[src/rtl/fetch_unit.sv]
`default_nettype none
// ============================================================================
//  Module   : fetch_unit
//  Purpose  : Instruction fetch front end. Issues one 16-bit read at a time
//             and buffers the returned words, with their addresses, in a
//             small FIFO for the decoder. A redirect flushes the buffer and
//             restarts fetch at a new address. If a read is still in flight
//             when the redirect arrives, its data is dropped when it returns.
//
//  Ports    : clk          - sole clock, rising edge
//             reset        - synchronous, active-high reset
//             redirect     - flush buffer and restart fetch at redirect_pc
//             redirect_pc  - new fetch address (bit 0 ignored)
//             mem_address  - fetch address (the fetch PC register)
//             mem_read     - read request, held until mem_resp
//             mem_rdata    - read data, valid while mem_resp=1
//             mem_resp     - one-cycle read completion strobe
//             ir_valid     - buffer head is valid
//             ir_out       - head instruction word (0 when empty)
//             ir_pc        - head instruction address (0 when empty)
//             ir_ready     - consumer accepts the head
//
//  Revision : 1.0 - initial release
// ============================================================================
module fetch_unit #(
    parameter int          DEPTH    = 2,
    parameter logic [15:0] RESET_PC = 16'h0000
) (
    input  logic        clk,
    input  logic        reset,
    input  logic        redirect,
    input  logic [15:0] redirect_pc,
    output logic [15:0] mem_address,
    output logic        mem_read,
    input  logic [15:0] mem_rdata,
    input  logic        mem_resp,
    output logic        ir_valid,
    output logic [15:0] ir_out,
    output logic [15:0] ir_pc,
    input  logic        ir_ready
);

    localparam int c_CW = $clog2(DEPTH + 1);
    localparam int c_AW = $clog2(DEPTH);

    localparam logic [c_CW-1:0] c_DEPTH_CNT = c_CW'(DEPTH);
    localparam logic [c_AW-1:0] c_LAST      = c_AW'(DEPTH - 1);
    localparam logic [15:0]     c_RESET_PC  = RESET_PC & 16'hFFFE;

    // IDLE : no read outstanding
    // FETCH: read outstanding, data will be kept
    // DROP : read outstanding, data will be discarded
    localparam logic [1:0] c_IDLE  = 2'd0;
    localparam logic [1:0] c_FETCH = 2'd1;
    localparam logic [1:0] c_DROP  = 2'd2;

    logic [1:0]      r_state;
    logic [1:0]      w_state_next;
    logic [15:0]     r_pc;
    logic [15:0]     r_pend_pc;
    logic [c_CW-1:0] r_count;
    logic [c_CW-1:0] w_count_next;
    logic [c_AW-1:0] r_rd_ptr;
    logic [c_AW-1:0] r_wr_ptr;
    logic [15:0]     r_ir_q [DEPTH];
    logic [15:0]     r_pc_q [DEPTH];

    logic            w_push;
    logic            w_pop;
    logic            w_nonempty;
    logic [15:0]     w_target;

    function automatic logic [c_AW-1:0] f_inc(input logic [c_AW-1:0] p);
        return (p == c_LAST) ? '0 : p + c_AW'(1);
    endfunction

    // Masking keeps every bit of redirect_pc in the expression; bit 0 is
    // forced low because instructions are halfword aligned.
    assign w_target   = redirect_pc & 16'hFFFE;
    assign w_nonempty = (r_count != '0);
    // A push only ever happens from FETCH; a redirect turns the returning
    // word into a discard.
    assign w_push     = (r_state == c_FETCH) && mem_resp && !redirect;
    assign w_pop      = ir_valid && ir_ready;

    always_comb begin
        w_count_next = r_count;
        if (w_push && !w_pop) begin
            w_count_next = r_count + c_CW'(1);
        end else if (!w_push && w_pop) begin
            w_count_next = r_count - c_CW'(1);
        end
    end

    // ---------------------------------------------------------------- state
    always_ff @(posedge clk) begin
        if (reset) begin
            r_state <= c_IDLE;
        end else begin
            r_state <= w_state_next;
        end
    end

    always_comb begin
        w_state_next = r_state;
        case (r_state)
            c_IDLE: begin
                if (redirect || (r_count < c_DEPTH_CNT)) begin
                    w_state_next = c_FETCH;
                end
            end
            c_FETCH: begin
                if (redirect) begin
                    w_state_next = mem_resp ? c_FETCH : c_DROP;
                end else if (mem_resp) begin
                    // Chain straight into the next read while room remains.
                    w_state_next = (w_count_next < c_DEPTH_CNT) ? c_FETCH : c_IDLE;
                end
            end
            c_DROP: begin
                if (mem_resp) begin
                    w_state_next = c_FETCH;
                end
            end
            default: w_state_next = c_IDLE;
        endcase
    end

    always_comb begin
        mem_read    = (r_state != c_IDLE);
        mem_address = r_pc;
        ir_valid    = w_nonempty && !redirect;
        ir_out      = 16'h0000;
        ir_pc       = 16'h0000;
        if (w_nonempty) begin
            ir_out = r_ir_q[r_rd_ptr];
            ir_pc  = r_pc_q[r_rd_ptr];
        end
    end

    // ------------------------------------------------------------ fetch PC
    // While a read is outstanding the bus address must stay put, so a
    // redirect without a completing response parks its target in r_pend_pc.
    always_ff @(posedge clk) begin
        if (reset) begin
            r_pc      <= c_RESET_PC;
            r_pend_pc <= c_RESET_PC;
        end else if (redirect) begin
            if ((r_state == c_IDLE) || mem_resp) begin
                r_pc <= w_target;
            end else begin
                r_pend_pc <= w_target;
            end
        end else if (w_push) begin
            r_pc <= r_pc + 16'd2;
        end else if ((r_state == c_DROP) && mem_resp) begin
            r_pc <= r_pend_pc;
        end
    end

    // ------------------------------------------------------- buffer control
    always_ff @(posedge clk) begin
        if (reset || redirect) begin
            r_count  <= '0;
            r_rd_ptr <= '0;
            r_wr_ptr <= '0;
        end else begin
            r_count <= w_count_next;
            if (w_push) begin
                r_wr_ptr <= f_inc(r_wr_ptr);
            end
            if (w_pop) begin
                r_rd_ptr <= f_inc(r_rd_ptr);
            end
        end
    end

    // Storage needs no reset: the head is only shown when r_count is nonzero.
    always_ff @(posedge clk) begin
        if (w_push) begin
            r_ir_q[r_wr_ptr] <= mem_rdata;
            r_pc_q[r_wr_ptr] <= r_pc;
        end
    end

endmodule
`default_nettype wire

[config.mk]
export PLATFORM = sky130hd
export DESIGN_NAME = fetch_unit
export DESIGN_NICKNAME = d
export VERILOG_FILES = /design/src/rtl/fetch_unit.sv
export SDC_FILE = /design/constraint.sdc
export NUM_CORES = 1
export LEC_CHECK = 0
export CORE_ASPECT_RATIO = 1.2
export CORE_UTILIZATION = 52
export CTS_CLUSTER_DIAMETER = 30
export DETAILED_ROUTE_END_ITERATION = 8
export PLACE_DENSITY = 0.8
export SLEW_MARGIN = 40
export SYNTH_ARGS = -nofsm -noshare
export SYNTH_HDL_FRONTEND = slang
export SYNTH_SLANG_ARGS = --single-unit
[constraint.sdc]
create_clock -name clk -period 4.46 [get_ports clk]
set_input_delay 1.338 -clock clk [delete_from_list [all_inputs] [get_ports clk]]
set_output_delay 1.338 -clock clk [all_outputs]
set_load 0.005 [all_outputs]
==> impl_metrics.csv, run 1 <==
group,metric,value,unit
synth,synthTopCellsByCount,"edfxtp_1, nor2_1, nand2_1, dfxtp_1, mux2i_1",
clock_network,htreeDepth,3,
synth,ys_seq_area_share,58.56,%
clock_network,cts_root_buffer,"clkbuf_8",
timing,tightest_slew,0.6380,ns
run_status,status,"complete, no violations",
timing,hold_viol_final,0,
detailed_routing,drc,0,
timing,tns,0,ns
timing,fmaxAchievable,0.2651,GHz
clock_network,cts_hold_buf,0,
placement,placed_cell_area,5273,um^2
synth,synthArstFlopShare,0,%
placement,dp.cells,566,
worst_setup_path,rrSetupSlack,2.20,ns
global_routing,busiest_layer,"met2",
timing,final.period_utilization,84.59,%
synth,synthXorXnorAreaFrac,0.9854,%
cells_and_area,synthToLayoutAreaGrowth,22.80,%
synth,ys_ff_latch,99,
worst_setup_path,required,3.12,ns
global_routing,grt_start_max_net_pins,37,
worst_setup_path,timing.rr.start,"r_count[0]",
min_path,min_path_type,"flip-flop to flip-flop",
worst_setup_path,critPathKind,"input port to output port",
worst_setup_path,startpoint_type,"input port",
detailed_routing,drtIter0Drc,150,
cells_and_area,diodes,0,
worst_setup_path,critical_path.endpoint,"ir_valid",
synth,synth_area,4444,um^2
clock_network,clock_sinks,99,
worst_setup_path,crit_start,"redirect",
synth,yosysMostFrequentCell,"edfxtp_1",
global_routing,antenna_found_initial,0,
cells_and_area,nets,504,
job,cap_violations,0,
global_routing,overflow,0,
floorplan,rows,36,
pwr,ir_drop,0.1630,mV
synth,post-synth-top-area-cell,"edfxtp_1",
timing,rsz0062_at_grt,"false",
synth,syn_inst,390,
worst_setup_path,path_depth,3,
synth,synth-edff-count,62,
detailed_routing,via_per_inst,5.560,
placement,gp_congestion,0.8348,
synth,ys_warn_count,0,
placement,io_buffers,83,
cells_and_area,fin_cells,582,
timing,finalClockSkew,0.01375,ns
floorplan,ioPinCount,87,
timing,drv_slew,0,
detailed_routing,routed_wirelength,9108,um
timing,maxSlewHeadroom,57.34,%
pwr,power_density,318.8,nW/um^2
synth,synth_compound_area_share,12.39,%
clock_network,insertion_delay,0.37,ns
timing,setup_viol,0,
floorplan,die_area,8922,um^2
worst_setup_path,timing.rr.end,"r_state[0]",
worst_setup_path,r2r_cells,11,
worst_setup_path,endpoint_kind,"output port",
floorplan,start_util,54.21,%
cells_and_area,fin_util,66.58,%
synth,synth_top_area_share,41.89,%
detailed_routing,num_vias,3236,
global_routing,grt_pass1_vias,2973,
synth,synth_top_family_by_area,"simple AND/OR/NAND/NOR gates",
detailed_routing,firstDrtPassIters,5,
synth,synthDistinctLibCells,58,
synth,synth-simple-area-share,14.22,%
global_routing,grt_use_met1,24.29,%
global_routing,grtUsageMet3,5.556,%
detailed_routing,ant_nets,0,
synth,synth.avg_cell_area,11.40,um^2
clock_network,clk_pin_slew_worst_paths,0.10,ns
worst_setup_path,crit_path_max_fanout,2,
worst_setup_path,cp.arrival,2.43,ns
synth,ys_top_cells_by_area,"edfxtp_1, dfxtp_1, mux2i_1, nor2_1, nand2_1",
placement,place_hpwl,6149,um
clock_network,cts_tree,"done",
cells_and_area,final_area,5458,um^2
synth,synthAdderAreaFrac,1.126,%
clock_network,cts_made_buffers,9,
timing,timing.hold.ws,0.4598,ns
global_routing,grt_pass1_wl,14170,um
cells_and_area,drive_gt1_share,9.615,%
synth,muxShareOfSynthArea,7.235,%
clock_network,ctsLongestPathBuffers,2,
floorplan,fp.dieW,86.40,um
timing,period_needed,3.773,ns
worst_setup_path,worstPathCellList,"clkdlybuf4s50_1 > nor2_1 > clkdlybuf4s50_1",
floorplan,die_y,103.3,um
global_routing,grt_use_met2,36.51,%
pwr,p_leak,1.723,nW
worst_setup_path,crit_top_cell,"clkdlybuf4s50_1",
worst_setup_path,crit_buf_inv,2,
global_routing,grtUsageTotal,20.94,%
worst_setup_path,crit_family,"buffers and inverters",
worst_setup_path,max_stage_delay,0.51,ns
synth,synthFlopType,"edfxtp_1",
floorplan,coreArea,8198,um^2
detailed_routing,wl_per_cell,15.65,um
clock_network,post_cts_resized,0,
worst_setup_path,worst_path_max_delay_cell,"clkdlybuf4s50_1",
clock_network,cts_setup_buffers,0,
==> metrics by stage <==
stage	setup WS, ns	total power, mW
floorplan	0.7043	1.149
global placement	0.6181	1.217
detailed placement	0.5794	1.223
CTS	0.6620	1.752
global route	0.5992	1.810
finish	0.6873	1.740
==> registers in the layout, summed over array words and instances, names as in the netlist, named ones only <==
register,cells
r_wr_ptr,1
r_pc_q,30
r_pend_pc,15
r_count,2
r_rd_ptr,1
r_state,2
r_ir_q,32
mem_address,15
==> routing by layer <==
| layer | share of wire, % | up-vias |
|---|---|---|
| met5 | 0 | - |
| met4 | 1.7 | 0 |
| met3 | 7.8 | 13 |
| met2 | 49 | 129 |
| met1 | 41 | 1536 |
| li1 | - | 1558 |
==> cells by family (layout without fill, tap and decap cells) <==
group / count (synthesis) / in the layout
other: 1 / 2
DFF: 99 / 99
xor gates and xnor gates: 5 / 5
adders and majority gates: 4 / 4
and+or+nand+nor: 139 / 139
AOI/OAI and AO/OA: 71 / 71
buffers and inverters: 39 / 116
muxes: 32 / 32
==> worst min-delay path by stage <==
stage / cells after the start / start / endpoint
2_1_floorplan: 2 / r_pend_pc[7] / r_pend_pc[7]
4_1_cts: 2 / r_pend_pc[2] / r_pend_pc[2]
3_3_place_gp: 2 / r_pend_pc[7] / r_pend_pc[7]
6_report: 2 / r_pend_pc[2] / r_pend_pc[2]
5_1_grt: 2 / r_pend_pc[2] / r_pend_pc[2]
3_5_place_dp: 2 / r_pend_pc[2] / r_pend_pc[2]
==> layout by cell type (no fill, tap or decap), types with 2 or more instances in the layout <==
cell and n:
clkdlybuf4s50_1 83, edfxtp_1 62, nor2_1 51, nand2_1 41, dfxtp_1 36, mux2i_1 31, a21oi_1 20, nor3_1 15
inv_1 11, clkbuf_8 9, o21ai_0 6, nand3_1 6, a221oi_1 6, buf_4 5, nand2b_1 4, a31oi_1 4
o22ai_1 4, o32ai_1 4, a211oi_2 4, ha_1 4, clkinv_4 4, nor2_2 3, xor2_1 3, nand4_1 3
nor2b_1 3, a211oi_1 3, o31ai_1 2, a22o_1 2, o21ai_1 2, nor4_1 2, a222oi_1 2, xnor2_1 2
a221oi_2 2, a22oi_1 2, or2_2 2, conb_1 2, inv_8 2
==> report_power, final <==
group / total (mW) / internal (mW) / switching, mW
combinational: 0.175 / 0.0884 / 0.0863
clock: 0.537 / 0.215 / 0.322
sequential: 1.03 / 1.00 / 0.0282
==> final cells by class <==
| class | count | area, um^2 |
|---|---|---|
| flip-flops and latches | 99 | 2606 |
| clock inverters | 6 | 57.56 |
| well taps | 114 | 142.6 |
| inverters | 12 | 47.55 |
| clock buffers | 10 | 127.6 |
| repair buffers | 88 | 868.3 |
| multi-input cells | 253 | 1608 |
| fillers | 664 | 2740 |
==> worst reg2reg max path: stages (launching register included) <==
cell and delay, ns:
dfxtp_1 0.36, inv_1 0.05, ha_1 0.18, buf_4 0.24, nor2_1 0.17, nand2_1 0.13
inv_1 0.08, ha_1 0.17, mux2_2 0.33, o21ai_0 0.15, nand2b_1 0.09, o211a_1 0.20
Note: power is estimated with default switching activity, not from simulation.
==> inputs of run 2 (changes only) <==
- CORE_UTILIZATION: 52 -> 47
- PLACE_DENSITY: 0.8 -> 0.77
- clock period: 4.46 -> 3.3 ns (I/O delays scaled with it)
==> run 2 against run 1 <==
Global-route usage is 2.1 points lower. Core utilization shrank 5.9 points. Wire length is 1.2% lower. Die area is 10% higher. Highest routed layer unchanged. Critical endpoint unchanged.
==> impl_metrics.csv, run 2 (synthesized netlist as in run 1, its figures left out) <==
group,metric,value,unit
run_status,status,"complete, no violations",
cells_and_area,final_area,5537,um^2
min_path,min_path_type,"flip-flop to flip-flop",
worst_setup_path,worst_path_max_delay_cell,"clkdlybuf4s50_1",
timing,tightest_slew,0.5787,ns
detailed_routing,ant_nets,0,
detailed_routing,num_vias,3203,
clock_network,cts_root_buffer,"clkbuf_8",
clock_network,cts_made_buffers,9,
worst_setup_path,crit_path_max_fanout,3,
detailed_routing,drc,0,
clock_network,post_cts_resized,0,
detailed_routing,firstDrtPassIters,5,
pwr,power_density,426.5,nW/um^2
cells_and_area,fin_util,60.65,%
timing,hold_viol_final,0,
floorplan,coreArea,9129,um^2
detailed_routing,via_per_inst,5.392,
floorplan,die_area,9850,um^2
placement,place_hpwl,6113,um
clock_network,insertion_delay,0.36,ns
pwr,p_leak,1.755,nW
cells_and_area,top_register,"r_ir_q",
detailed_routing,wl_per_cell,15.15,um
worst_setup_path,startpoint_type,"input port",
global_routing,antenna_found_initial,0,
timing,fmaxAchievable,0.3231,GHz
floorplan,ioPinCount,87,
cells_and_area,diodes,0,
global_routing,grt_pass1_vias,2969,
clock_network,cts_setup_buffers,0,
global_routing,grt_pass1_wl,14500,um
clock_network,cts_hold_buf,0,
cells_and_area,synthToLayoutAreaGrowth,24.58,%
worst_setup_path,cp.arrival,2.10,ns
cells_and_area,nets,510,
cells_and_area,layout_commonest_cell,"clkdlybuf4s50_1",
clock_network,clk_pin_slew_worst_paths,0.10,ns
timing,period_needed,3.095,ns
global_routing,overflow,0,
cells_and_area,largest_reg_flops,32,
placement,gp_congestion,0.8372,
clock_network,htreeDepth,3,
timing,timing.hold.ws,0.4583,ns
pwr,ir_drop,0.1996,mV
worst_setup_path,endpoint_kind,"output port",
timing,drv_slew,0,
clock_network,clock_sinks,99,
cells_and_area,top_regs,"r_ir_q: 32 flops, r_pc_q: 30 flops",
timing,rsz0062_at_grt,"false",
worst_setup_path,critPathKind,"input port to output port",
job,cap_violations,0,
cells_and_area,final_cell_mix,"clkdlybuf4s50_1, edfxtp_1, nor2_1",
timing,setup_viol,0,
cells_and_area,drive_gt1_share,10.76,%
detailed_routing,routed_wirelength,9001,um
timing,final.period_utilization,93.78,%
timing,finalClockSkew,0.008626,ns
detailed_routing,drtIter0Drc,150,
timing,maxSlewHeadroom,61.38,%
worst_setup_path,max_stage_delay,0.52,ns
floorplan,die_y,108.5,um
worst_setup_path,required,2.31,ns
global_routing,grt_start_max_net_pins,36,
floorplan,fp.dieW,90.77,um
floorplan,start_util,48.68,%
clock_network,cts_tree,"done",
worst_setup_path,worstPathCellList,"clkdlybuf4s50_1 > nor2_1 > clkdlybuf4s50_1",
worst_setup_path,crit_top_cell,"clkdlybuf4s50_1",
timing,tns,0,ns
global_routing,grtUsageTotal,18.86,%
clock_network,ctsLongestPathBuffers,2,
placement,io_buffers,83,
floorplan,rows,38,
placement,placed_cell_area,5353,um^2
-- run 2: path summary, 6_finish.rpt --
path                   to          from  depth (start not counted)  slack, ns
max              ir_valid      redirect                          3       0.21
min          r_pend_pc[2]  r_pend_pc[2]                          2       0.46
max reg2reg    r_state[0]    r_count[0]                         11       1.04
min reg2reg  r_pend_pc[2]  r_pend_pc[2]                          2       0.46
-- run 2: cell type report --
type                            count  area (um^2)
Fill cell                         767         3592
Sequential cell                    99         2604
Multi-Input combinational cell    253         1613
Timing Repair Buffer               94        938.4
Tap cell                          120        150.1
Clock buffer                        9        123.9
Clock inverter                      7        60.06
Inverter                           12        47.55
-- run 2: worst max-delay path, delay by kind of cell --
kind                   cells  cell delay [ns]
AND/OR/NAND/NOR            1             0.15
buffers and inverters      2             0.96
-- run 2: where the power goes --
part           leakage [nW]  internal, mW  total, mW  switching [mW]
Sequential            0.865          1.35       1.39          0.0382
Clock                0.0913         0.288      0.729           0.441
Combinational         0.799         0.124      0.242           0.118
-- run 2: stage by stage --
step	setup WS, ns	cells	power [mW]
after CTS	0.1893	594	2.380
after floorplan	0.4224	391	1.553
after global placement	0.2013	578	1.652
after detailed placement	0.2011	578	1.659
after global routing	0.1421	594	2.454
final	0.2053	594	2.361
-- run 2: metal layers --
| layer | track usage, % | routed length (um) |
|---|---|---|
| met1 | 24.53 | 3869 |
| met2 | 30.74 | 4397 |
| met3 | 3.868 | 586 |
| met4 | 8.163 | 147 |
| met5 | 0 | 0 |
